[config.mk]
export PLATFORM = sky130hd
export DESIGN_NAME = mem_port_arbiter
export DESIGN_NICKNAME = d
export VERILOG_FILES = /design/src/rtl/mem_port_arbiter.sv
export SDC_FILE = /design/constraint.sdc
export NUM_CORES = 1
export LEC_CHECK = 0
export ABC_AREA = 1
export BUFFER_PORTS_ARGS = -buffer_cell sky130_fd_sc_hd__buf_2
export CAP_MARGIN = 20
export CORE_UTILIZATION = 53
export DETAILED_ROUTE_END_ITERATION = 7
export PLACE_DENSITY = 0.95
export REMOVE_ABC_BUFFERS = 1
export SLEW_MARGIN = 10
export SYNTH_ARGS = -nofsm -noshare
export SYNTH_HDL_FRONTEND = slang
export SYNTH_SLANG_ARGS = --single-unit
[constraint.sdc]
create_clock -name clk -period 8.3 [get_ports clk]
set_input_delay 0.83 -clock clk [delete_from_list [all_inputs] [get_ports clk]]
set_output_delay 0.83 -clock clk [all_outputs]
set_load 0.03 [all_outputs]
[src/rtl/mem_port_arbiter.sv]
// Round-robin arbiter sharing one external RAM port between the I-side cache refill
// (BURST_LEN-word line bursts) and the D-side single-word load/store path.
module mem_port_arbiter #(
    parameter int ADDR_W    = 32,
    parameter int WORD_W    = 32,
    parameter int BURST_LEN = 4
) (
    input  logic              clk,
    input  logic              rst,
    input  logic              i_req,
    input  logic [ADDR_W-1:0] i_addr,
    output logic [WORD_W-1:0] i_word,
    output logic              i_word_ready,
    output logic              i_done,
    input  logic              d_req,
    input  logic              d_we,
    input  logic [ADDR_W-1:0] d_addr,
    input  logic [WORD_W-1:0] d_wdata,
    output logic [WORD_W-1:0] d_rdata,
    output logic              d_ready,
    output logic              ram_req,
    output logic              ram_we,
    output logic [ADDR_W-1:0] ram_addr,
    output logic [WORD_W-1:0] ram_wdata,
    input  logic [WORD_W-1:0] ram_rdata,
    input  logic              ram_ack
);

    localparam int BYTES_PER_WORD = WORD_W / 8;
    localparam int LINE_OFF       = $clog2(BURST_LEN * BYTES_PER_WORD);
    localparam int WORD_OFF       = $clog2(BYTES_PER_WORD);
    localparam int BEAT_W         = $clog2(BURST_LEN);
    localparam logic [BEAT_W-1:0] LAST_BEAT = BEAT_W'(BURST_LEN - 1);
    localparam logic [ADDR_W-1:0] ADDR_STEP = ADDR_W'(BYTES_PER_WORD);

    typedef enum logic [1:0] {
        IDLE     = 2'd0,
        I_BURST  = 2'd1,
        D_ACCESS = 2'd2
    } state_t;

    // Clear the low 'bits' address bits (line or word alignment).
    function automatic logic [ADDR_W-1:0] align_down(input logic [ADDR_W-1:0] addr,
                                                     input int unsigned bits);
        return (addr >> bits) << bits;
    endfunction

    state_t             state_r;
    state_t             state_s;
    logic [BEAT_W-1:0]  beat_r;
    logic               last_i_r;
    logic               grant_i_s;
    logic               grant_d_s;
    logic               i_live_s;
    logic               d_live_s;
    logic               last_beat_s;

    logic [WORD_W-1:0]  i_word_r;
    logic               i_word_ready_r;
    logic               i_done_r;
    logic [WORD_W-1:0]  d_rdata_r;
    logic               d_ready_r;
    logic               ram_req_r;
    logic               ram_we_r;
    logic [ADDR_W-1:0]  ram_addr_r;
    logic [WORD_W-1:0]  ram_wdata_r;

    // The requester completing this cycle is masked so a held request is not regranted.
    assign i_live_s    = i_req & ~i_done_r;
    assign d_live_s    = d_req & ~d_ready_r;
    assign last_beat_s = (beat_r == LAST_BEAT);

    // Next-state and grant decision.
    always_comb begin
        state_s   = state_r;
        grant_i_s = 1'b0;
        grant_d_s = 1'b0;
        case (state_r)
            IDLE: begin
                if (i_live_s && (!d_live_s || !last_i_r)) begin
                    state_s   = I_BURST;
                    grant_i_s = 1'b1;
                end else if (d_live_s) begin
                    state_s   = D_ACCESS;
                    grant_d_s = 1'b1;
                end else begin
                    state_s = IDLE;
                end
            end
            I_BURST: begin
                if (ram_ack && last_beat_s) begin
                    state_s = IDLE;
                end else begin
                    state_s = I_BURST;
                end
            end
            D_ACCESS: begin
                if (ram_ack) begin
                    state_s = IDLE;
                end else begin
                    state_s = D_ACCESS;
                end
            end
            default: begin
                state_s = IDLE;
            end
        endcase
    end

    // State, beat counter and round-robin history (last_i_r=0 means D was last).
    always_ff @(posedge clk or posedge rst) begin
        if (rst) begin
            state_r  <= IDLE;
            beat_r   <= '0;
            last_i_r <= 1'b0;
        end else begin
            state_r <= state_s;
            if (grant_i_s) begin
                last_i_r <= 1'b1;
                beat_r   <= '0;
            end else if (grant_d_s) begin
                last_i_r <= 1'b0;
            end
            if (state_r == I_BURST && ram_ack) begin
                beat_r <= beat_r + BEAT_W'(1);
            end
        end
    end

    // RAM-side request, address and data, loaded only at grant.
    always_ff @(posedge clk or posedge rst) begin
        if (rst) begin
            ram_req_r   <= 1'b0;
            ram_we_r    <= 1'b0;
            ram_addr_r  <= '0;
            ram_wdata_r <= '0;
        end else begin
            ram_req_r <= (state_s != IDLE);
            case (state_r)
                IDLE: begin
                    if (grant_i_s) begin
                        ram_addr_r <= align_down(i_addr, LINE_OFF);
                        ram_we_r   <= 1'b0;
                    end else if (grant_d_s) begin
                        ram_addr_r  <= align_down(d_addr, WORD_OFF);
                        ram_we_r    <= d_we;
                        ram_wdata_r <= d_wdata;
                    end
                end
                I_BURST: begin
                    if (ram_ack && !last_beat_s) begin
                        ram_addr_r <= ram_addr_r + ADDR_STEP;
                    end
                end
                D_ACCESS: begin
                    if (ram_ack) begin
                        ram_we_r <= 1'b0;
                    end
                end
                default: begin
                    ram_we_r <= 1'b0;
                end
            endcase
        end
    end

    // Requester-side data capture and completion pulses.
    always_ff @(posedge clk or posedge rst) begin
        if (rst) begin
            i_word_r       <= '0;
            i_word_ready_r <= 1'b0;
            i_done_r       <= 1'b0;
            d_rdata_r      <= '0;
            d_ready_r      <= 1'b0;
        end else begin
            i_word_ready_r <= (state_r == I_BURST) && ram_ack;
            i_done_r       <= (state_r == I_BURST) && ram_ack && last_beat_s;
            d_ready_r      <= (state_r == D_ACCESS) && ram_ack;
            if (state_r == I_BURST && ram_ack) begin
                i_word_r <= ram_rdata;
            end
            // Stores complete without disturbing the last load result.
            if (state_r == D_ACCESS && ram_ack && !ram_we_r) begin
                d_rdata_r <= ram_rdata;
            end
        end
    end

    assign i_word       = i_word_r;
    assign i_word_ready = i_word_ready_r;
    assign i_done       = i_done_r;
    assign d_rdata      = d_rdata_r;
    assign d_ready      = d_ready_r;
    assign ram_req      = ram_req_r;
    assign ram_we       = ram_we_r;
    assign ram_addr     = ram_addr_r;
    assign ram_wdata    = ram_wdata_r;

endmodule
Yosys cells after proc, flatten, opt, wreduce, memory -nomap -nowiden
Index checks and enable logic that the tools add are counted.

Memories: 0. Flip-flop bits (word level): 138. Bits in writable memories: 0. Output and inout bits: 133. Logic and storage cells: 68. Latch bits: 0. Bits in read-only memories: 0. Input port bits: 134.

Equal/unequal tests: 6. Muxes and demuxes: 22. Magnitude comparators: 0. Reduce and logical (&&, ||, !) cells: 20. Shift-type cells: 0. $add $sub $neg: 2. Multiply operators: 0. Bitwise logic cells: 6. Divide/modulo/power cells: 0.

Operator list (number): 32-bit two-way mux (3); 32-bit case mux with 2 select lines (1); 32-bit by 3-bit adder with 32-bit output, second input constant (1); 1-bit two-way mux (11); 2-bit two-way mux (5); 3-bit AND reduction (3); 2-bit nonzero test (4); 1-bit logical AND (7); 2-bit case mux with 3 select lines (1); 2-bit == test, second input constant (2); 1-bit logical NOT (4); 1-bit NOT (4); 3-bit inequality test, second input constant (1); 1-bit case mux with 3 select lines (1); 2-bit by 1-bit adder with 2-bit output, second input constant (1); 1-bit AND (2); 2-bit by 1-bit == test with 1-bit output, second input constant (1); 2-bit logical NOT (1); 2-bit by 1-bit inequality test with 1-bit output, second input constant (1); 2-bit inequality test, second input constant (1); 1-bit logical OR (1).

Logic depth before layout (Yosys ltp)
Gate-level depths: netlist (run 1).

Depth after elaboration: 10. Gate-level depth with buffers: 10. Mapped depth without buffers: 10.

Worst setup path before layout (run 1)
No wires, ideal clock.

Path kind: input -> register. From: input i_req. To: register ram_addr_r[13] (netlist: ram_addr[13]). Stages: 10. Arrival time: 1752 ps. Data required time: 8183 ps. Path buffers: 1. Slack: 6431 ps. Library setup time: 117 ps. Cell sequence: inv_1 > nor2_2 > nand2_1 > nand3_1 > nand2_2 > inv_4 > buf_6 > o21ai_0 > nand2_1 > nand2_1.

Cells in the longest elaborated chain, start to end: 6. Elaborated cells between the ends (all ways): 10. Those cells by class: eq/ne (1); mux (6); bitwise (1); reduce/logical (2).

RTL lines: from (decl) (line 10) `input logic i_req,`; 1-bit AND (*) (line 69) `assign i_live_s = i_req & ~i_done_r;`; 1-bit logical AND (*) (line 80) `if (i_live_s && (!d_live_s || !last_i_r)) begin`; 1-bit two-way mux (line 80); 1-bit two-way mux (line 78) `case (state_r)`; 3-bit inequality test (no source line) / 32-bit two-way mux (equally long branches); 3-bit AND reduction (no source line) / 32-bit case mux with 2 select lines (equally long branches); to (signal assigned) (line 142) `ram_addr_r <= align_down(i_addr, LINE_OFF);`; to (signal assigned) (line 145) `ram_addr_r <= align_down(d_addr, WORD_OFF);`; to (signal assigned) (line 152) `ram_addr_r <= ram_addr_r + ADDR_STEP;`; to (decl) (line 65) `logic [ADDR_W-1:0] ram_addr_r;`.

Every way passes the cells marked *; elsewhere a longest branch is shown, timed or not. A chain may end at the register's enable or synchronous reset.

Worst setup path after layout (run 1)
From: input d_req. To: register ram_wdata_r[10] (netlist: ram_wdata[10]).

Cells in the longest elaborated chain, start to end: 8. Elaborated cells between the ends (all ways): 11. Those cells by class: mux (5); bitwise (2); reduce/logical (4).

RTL lines: from (decl) (line 15) `input logic d_req,`; 1-bit AND (*) (line 70) `assign d_live_s = d_req & ~d_ready_r;`; 1-bit logical NOT (line 80); 1-bit logical OR (line 80); 1-bit logical AND (line 80); 1-bit two-way mux (line 80); 1-bit two-way mux (line 78); 1-bit NOT (no source line); 3-bit AND reduction (no source line) (*); to (signal assigned) (line 147) `ram_wdata_r <= d_wdata;`; to (decl) (line 66) `logic [WORD_W-1:0] ram_wdata_r;`.

Marked as above.

==> key figures, run 1 <==
Status
  • Status: finished, final reports clean

Yosys
  • Seq cells post-synth: between 100 and 150
  • Post-synth EDFFs: 0
  • Post-synth top area cell: dfrtp_1
  • Asr flop ratio synth: 1.000
  • Top_reg_cell synth: dfrtp_1
  • Syn Area/Cell: about 7.4 µm²
  • Register area share after synthesis: 0.5053
  • Synth top area share: 0.5053
  • Main area contributors after synthesis: dfrtp_1, nand2_1, inv_1
  • Mapped Cells: between 900 and 1000
  • Count of different cell masters after synthesis: 29
  • Post-Syn Area: 6735 µm²
  • Synth warnings: 0

Drt
  • Detail Route Antenna Nets: 0
  • DRC viols: 0
  • Vias: ~6800
  • DR iter-0 viols: approximately 550
  • DR pass1 iterations: 5
  • DR WL/cell: about 15 µm
  • Final WL: approximately 19000 µm
  • Drt via density: about 5

CTS
  • H-tree Lvls: 4
  • Skew-Pair Late Insertion Delay: about 0.41 ns
  • Clock buffer depth: 2
  • CTS buffer count: 17
  • Clk root buf: clkbuf_16
  • Clk slew on worst S/H paths: roughly 0.060 ns
  • CTS tree: built
  • Post-CTS setup buffers: 0
  • Cts repair resizes: 0
  • TritonCTS sink count: roughly 140
  • Hold_buf cts: 0

Setup path
  • Worst Path Max Fanout: 36
  • WP data required: 8.64 ns
  • Reg2reg end: ram_wdata[10]
  • Reg2reg setup slack: roughly 5.4 ns
  • Kind of end point of the critical path: register
  • Beginning of the worst register-to-register path: d_ready
  • Crit Path Class: input pin to register
  • Critical Path AT: about 3.3 ns
  • Reg2Reg Depth: 7
  • Crit start category: input pin

Layout
  • Non-Filler Instances: 1338
  • Layout Nets: 1293
  • Multi-input gate area: between 2000 and 3000 µm²
  • Share of cells above drive strength 1: 0.2692
  • Diode count: 0
  • Layout fillers: just under 1000
  • Register area: between 3000 and 4000 µm²
  • Area Overhead vs Synth: 29.11%

Timing
  • Least-Margin Pin Slew: ~0.94 ns
  • Final hold vios: 0
  • Min cycle time layout: a little under 3 ns
  • Finish-stage setup viols: 0
  • Slew headroom: 0.3721
  • Final Cycle Share: 0.3523
  • Slew Viols, Final: 0
  • RSZ-0062 raised after global routing: false
  • Achievable Freq: around 0.34 GHz
  • Setup TNS: 0 ns
  • Setup Skew: between 0.01 and 0.015 ns

Flow run
  • Max_cap viols: 0

GRT
  • Vias in the first global route: roughly 6400
  • Gr ovfl total: 0
  • Pin count of the biggest net entering global routing: just over 80
  • Initial antenna violation count: 0
  • GRT Overall Usage: 0.2984
  • Global-route wire length before repair: between 30000 and 40000 µm

Floorplan
  • IO Pins: around 270
  • Initial Utilization: 0.5515
  • Die area: 13160 µm²
  • Die span in y: roughly 110 µm
  • Die W: around 110 µm
  • Std cell rows: 40
  • Core region area: between 10000 and 15000 µm²

Place
  • I/O Buffers: between 200 and 300
  • Placed cell count: around 1300
  • HPWL Detailed: about 13000 µm
  • GPL Wtd Cong: roughly 0.94

Power
  • LEAKAGE: around 5 nW
  • PwrDens: 453.1 nW/µm²
  • Clock power share: 0.187
  • Switching Share: 0.5024
  • Internal power: 1.960 mW
  • Max VDD drop: ~0.3 mV
  • Switching Power: around 2.0 mW
  • Combinational power share: 0.499
  • Flop pwr share: 0.313

Worst hold path
  • Worst min path class: register to register
  • Hold depth: 2
  • Hold path startpoint: ram_wdata[17]
  • Hold Path End: ram_wdata[17]
==> kinds of logic after synthesis <==
kind of cell,share of synthesized area
compound gates,0.08936
flops,0.5053
fa+ha+maj,0.003715
simple gates,0.3039
other cells,0.0005568
buf+inv,0.09716
==> through the flow <==
step                      worst slack, ns  area, µm²  utilization  hold slack (ns)  power, mW
after detailed placement            5.036       8077       0.6614           0.4606      3.163
after floorplan                     3.831       6545            -           0.4618      2.545
after CTS                           5.412       8656       0.7088           0.4766      3.914
after global routing                5.191       8696       0.7121           0.5009      4.186
final                               5.376       8696       0.7121           0.4752      3.940
after global placement              5.091       8077       0.6614           0.4578      3.086
==> placed cells by master, fill, tap and decap left out, types with 8 or more instances in the layout <==
cell	count
nand4_1	14
nand2_1	339
nor2_1	66
o21ai_1	67
a31oi_1	8
a21oi_1	21
clkbuf_16	17
buf_2	258
o21ai_0	18
inv_1	114
dfrtp_1	136
nand3_1	61
==> Yosys cell counts, drive strengths merged (2+ instances only) <==
master,n
nor2,73
nor3,2
o21ai,85
and2,2
inv,121
buf,24
nand3,63
a31oi,8
nand2,341
clkbuf,16
a21oi,21
ha,2
nand4,15
o21bai,2
dfrtp,136
==> per-layer routing <==
layer | up-vias | global-route usage | share of wire
met5 | - | 0 | 0
met4 | 0 | 0.1325 | 0.033
met3 | 60 | 0.07960 | 0.077
met2 | 314 | 0.5317 | 0.51
met1 | 3111 | 0.3370 | 0.38
li1 | 3335 | - | -
==> how the worst max path moves through the flow <==
| stage | from | cells past startpoint | endpoint |
|---|---|---|---|
| 3_5_place_dp | d_req | 7 | ram_wdata[10] |
| 2_1_floorplan | rst | 1 | beat_r[0] |
| 5_1_grt | d_req | 7 | ram_wdata[10] |
| 4_1_cts | d_req | 7 | ram_wdata[10] |
| 6_report | d_req | 7 | ram_wdata[10] |
| 3_3_place_gp | d_req | 7 | ram_wdata[18] |
==> power groups by stage <==
stage,Sequential (mW),Clock [mW],Combinational (mW)
4_1_cts,1.22,0.739,1.95
5_1_grt,1.27,0.774,2.14
2_1_floorplan,1.78,0,0.761
3_3_place_gp,1.21,0,1.88
3_5_place_dp,1.22,0,1.94
6_report,1.23,0.738,1.97
==> flip-flops by register name, summed over array words and instances, names as in the netlist, 2 cells and up <==
register / cells
ram_wdata: 32
state_r: 2
d_rdata: 32
ram_addr: 30
beat_r: 2
i_word: 32
==> critical path, stage by stage <==
cell and delay [ns]:
buf_2 0.12, nand3_2 0.28, nand2_1 0.23, nand4_2 0.73, inv_2 0.79, nand2_1 0.17, nand2_1 0.12
==> layout make-up <==
class / count / share of cell area
Sequential cell: 136 / 0.3914
Inverter: 122 / 0.05353
Clock buffer: 18 / 0.05050
Tap cell: 168 / 0.02417
Multi-Input combinational cell: 617 / 0.3086
Timing Repair Buffer: 263 / 0.1557
Clock inverter: 14 / 0.01612
(Power assumes the default switching activity.)
==> inputs of run 2 (changes only) <==
--- a/config.mk
+++ b/config.mk
@@ -8,9 +8,9 @@
 export ABC_AREA = 1
 export BUFFER_PORTS_ARGS = -buffer_cell sky130_fd_sc_hd__buf_2
 export CAP_MARGIN = 20
-export CORE_UTILIZATION = 53
+export CORE_UTILIZATION = 49
 export DETAILED_ROUTE_END_ITERATION = 7
-export PLACE_DENSITY = 0.95
+export PLACE_DENSITY = 0.92
 export REMOVE_ABC_BUFFERS = 1
 export SLEW_MARGIN = 10
 export SYNTH_ARGS = -nofsm -noshare
==> constraint.sdc (replaced) <==
create_clock -name clk -period 2.7 [get_ports clk]
set_input_delay 0.27 -clock clk [delete_from_list [all_inputs] [get_ports clk]]
set_output_delay 0.27 -clock clk [all_outputs]
set_load 0.03 [all_outputs]
==> key figures, run 2 (same netlist as run 1, synthesis figures left out) <==
Setup path
  • Slowest cell on the critical path: dfrtp_1
  • Critical Path AT: 2.37 ns (-0.90 ns)
  • Crit start category: register
  • Reg2reg end: ram_addr[14]
  • Kind of end point of the critical path: register
  • Critical Path, Cell by Cell: inv_1 -> nand3_2 -> nand3_2 -> clkinv_1 -> nand2_1 -> nand2_1 -> nand2_1 -> o21ai_0 -> nand2_1 -> nand2_1
  • Setup crit start: d_ready
  • Worst Path Max Fanout: 15 (-58%)
  • Most used cell, CP: nand2_1
  • WP data required: 3.00 ns (-5.64 ns)
  • Reg2reg setup slack: 0.63 ns (-4.79 ns)
  • CP max stage delay: 0.39 ns (-0.40 ns)
  • Crit Path Class: register to register
  • Reg2Reg Depth: 10 (+3)
  • Beginning of the worst register-to-register path: d_ready

GRT
  • Initial antenna violation count: 0 (unchanged)
  • Pin count of the biggest net entering global routing: 70 (-16%)
  • Global-route wire length before repair: 30840 µm (+1.8%)
  • Vias in the first global route: 6614 (+2.8%)
  • Gr ovfl total: 0 (unchanged)
  • GRT Overall Usage: 0.2779 (-0.02055)

CTS
  • H-tree Lvls: 4 (unchanged)
  • CTS tree: built
  • Clk root buf: clkbuf_16
  • TritonCTS sink count: 136 (unchanged)
  • Skew-Pair Late Insertion Delay: 0.41 ns (about the same)
  • CTS buffer count: 17 (unchanged)
  • Clock buffer depth: 2 (unchanged)
  • Clk slew on worst S/H paths: 0.06 ns (about the same)

Worst hold path
  • Hold depth: 3 (+1)
  • Worst min path class: input pin to register
  • Hold path startpoint: d_wdata[12]
  • Hold Path End: ram_wdata[12]

Status
  • Status: finished, final reports clean

Layout
  • Diode count: 0 (unchanged)
  • Register area: 3403 µm² (unchanged)
  • Multi-input gate area: 2684 µm² (unchanged)
  • Most frequent cells in the layout: nand2_1, buf_2, dfrtp_1, inv_1, o21ai_1
  • Area Overhead vs Synth: 29.98%
  • Final Instance Area: 8755 µm² (+0.68%)
  • Layout fillers: 1084 (+12%)
  • Share of cells above drive strength 1: 0.2721 (+0.002878)
  • Non-Filler Instances: 1352 (+1.0%)
  • Commonest non-fill, non-tap cell in the layout: nand2_1
  • Layout Nets: 1300 (+0.54%)
  • Final core utilization: 0.6559 (-0.05620)

Timing
  • Least-Margin Pin Slew: 0.6450 ns (-0.2946 ns)
  • Setup Skew: 0.009511 ns (-0.0006891 ns)
  • Achievable Freq: 0.4842 GHz
  • Final Cycle Share: 0.7649
  • RSZ-0062 raised after global routing: false
  • Slew headroom: 0.5700 (+0.1979)
  • Slew Viols, Final: 0 (unchanged)
  • Finish-stage setup viols: 0 (unchanged)
  • Min cycle time layout: about 2.1 ns
  • Final setup margin: 0.6348 ns (-4.741 ns)
  • Final hold vios: 0 (unchanged)

Power
  • Combinational power share: 0.501 (+0.002)
  • Clock power share: 0.187 (about the same)
  • Switching Share: 0.4956 (-0.006787)
  • LEAKAGE: 5.040 nW (+0.62%)
  • Internal power: 6.108 mW (+210%)
  • Switching Power: 6.001 mW (+200%)
  • Flop pwr share: 0.312 (about the same)
  • PwrDens: 1383 nW/µm² (+210%)
  • Total power: 12.11 mW (+210%)
  • Max VDD drop: 0.9022 mV (+200%)

Floorplan
  • Die W: 119.2 µm (+3.9%)
  • Initial Utilization: 0.5046 (-0.04694)
  • Die area: 14220 µm² (+8.0%)
  • Core region area: 13350 µm² (+9.3%)
  • IO Pins: 267 (unchanged)
  • Die span in y: 119.2 µm (+3.9%)
  • Std cell rows: 42 (+5.0%)

Place
  • Placed cell count: 1320 (+1.2%)
  • DP Area: 8172 µm² (+1.2%)
  • GPL Wtd Cong: 0.9226 (-1.4%)
  • HPWL Detailed: 13220 µm (-0.30%)
  • I/O Buffers: 258 (unchanged)
  • Pre-CTS setup slack: 0.6730 ns (-4.363 ns)

Drt
  • Final WL: 19200 µm (-1.5%)
  • DR WL/cell: 14.20 µm (-2.5%)
  • DR iter-0 viols: 557 (+1.6%)
  • Vias: 6821 (+0.015%)
  • DRC viols: 0 (unchanged)
  • DR pass1 iterations: 5 (unchanged)
  • Detail Route Antenna Nets: 0 (unchanged)
  • Drt via density: 5.045 (-1.0%)

Flow run
  • Max_cap viols: 0 (unchanged)
run 2: cell types whose count changed in the layout (fill, tap and decap cells not counted), sizes merged:
cell,change
bufinv,+1
clkinv,-2
buf,+6
dlygate4sd3,+1
inv,+1
clkbuf,-1
run 2: worst max path at each step:
stage,cells after the start,slack (ns),endpoint
finish,10,0.63,ram_addr[14]
global route,10,0.36,ram_addr[14]
CTS,10,0.65,ram_addr[14]
detailed placement,10,0.67,ram_addr[14]
global placement,10,0.71,ram_addr[14]
floorplan,1,-1.21,beat_r[0]
run 2: what timing repair did:
action | in CTS | in global routing
hold buffers | 1 | 0
hold endpoints to repair | 39 | 0
gates resized for setup | 0 | 0
buffers inserted | 0 | 0
run 2: through the flow:
stage | TNS, ns | hold slack [ns]
6_report | 0 | 0.05164
5_1_grt | 0 | 0.04620
4_1_cts | 0 | 0.03544
3_5_place_dp | 0 | 0.3081
3_3_place_gp | 0 | 0.3022
2_1_floorplan | -164.49 | 0.3796
run 2: layer usage:
metal  part of all wire  track usage  routed length, µm  up-vias
li1                   -            -                  -     3346
met1               0.39       0.3116               7433     3082
met2               0.49       0.4811               9503      333
met3              0.085      0.08477               1635       60
met4              0.033       0.1297                630        0
met5                  0            0                  0        -
run 2: area by class of cell:
| type | instances | share of cell area |
|---|---|---|
| flip-flops and latches | 136 | 0.3887 |
| multi-input cells | 617 | 0.3066 |
| repair buffers | 270 | 0.1609 |
| inverters | 122 | 0.05317 |
| clock buffers | 17 | 0.04859 |
| well taps | 176 | 0.02515 |
| clock inverters | 14 | 0.01686 |
run 2: power by group through the flow:
stage	Sequential, mW	Combinational (mW)	Clock (mW)
floorplan	5.48	2.34	0
global placement	3.71	5.83	0
detailed placement	3.75	6.02	0
CTS	3.76	6.07	2.30
global route	3.90	6.62	2.38
finish	3.78	6.06	2.27
run 2: worst max-delay path, delay by kind of cell (launching register included):
| family | cells | cell delay (ns) |
|---|---|---|
| AOI/OAI and AO/OA | 1 | 0.08 |
| DFF | 1 | 0.39 |
| and+or+nand+nor | 7 | 1.03 |
| buffers and inverters | 2 | 0.45 |
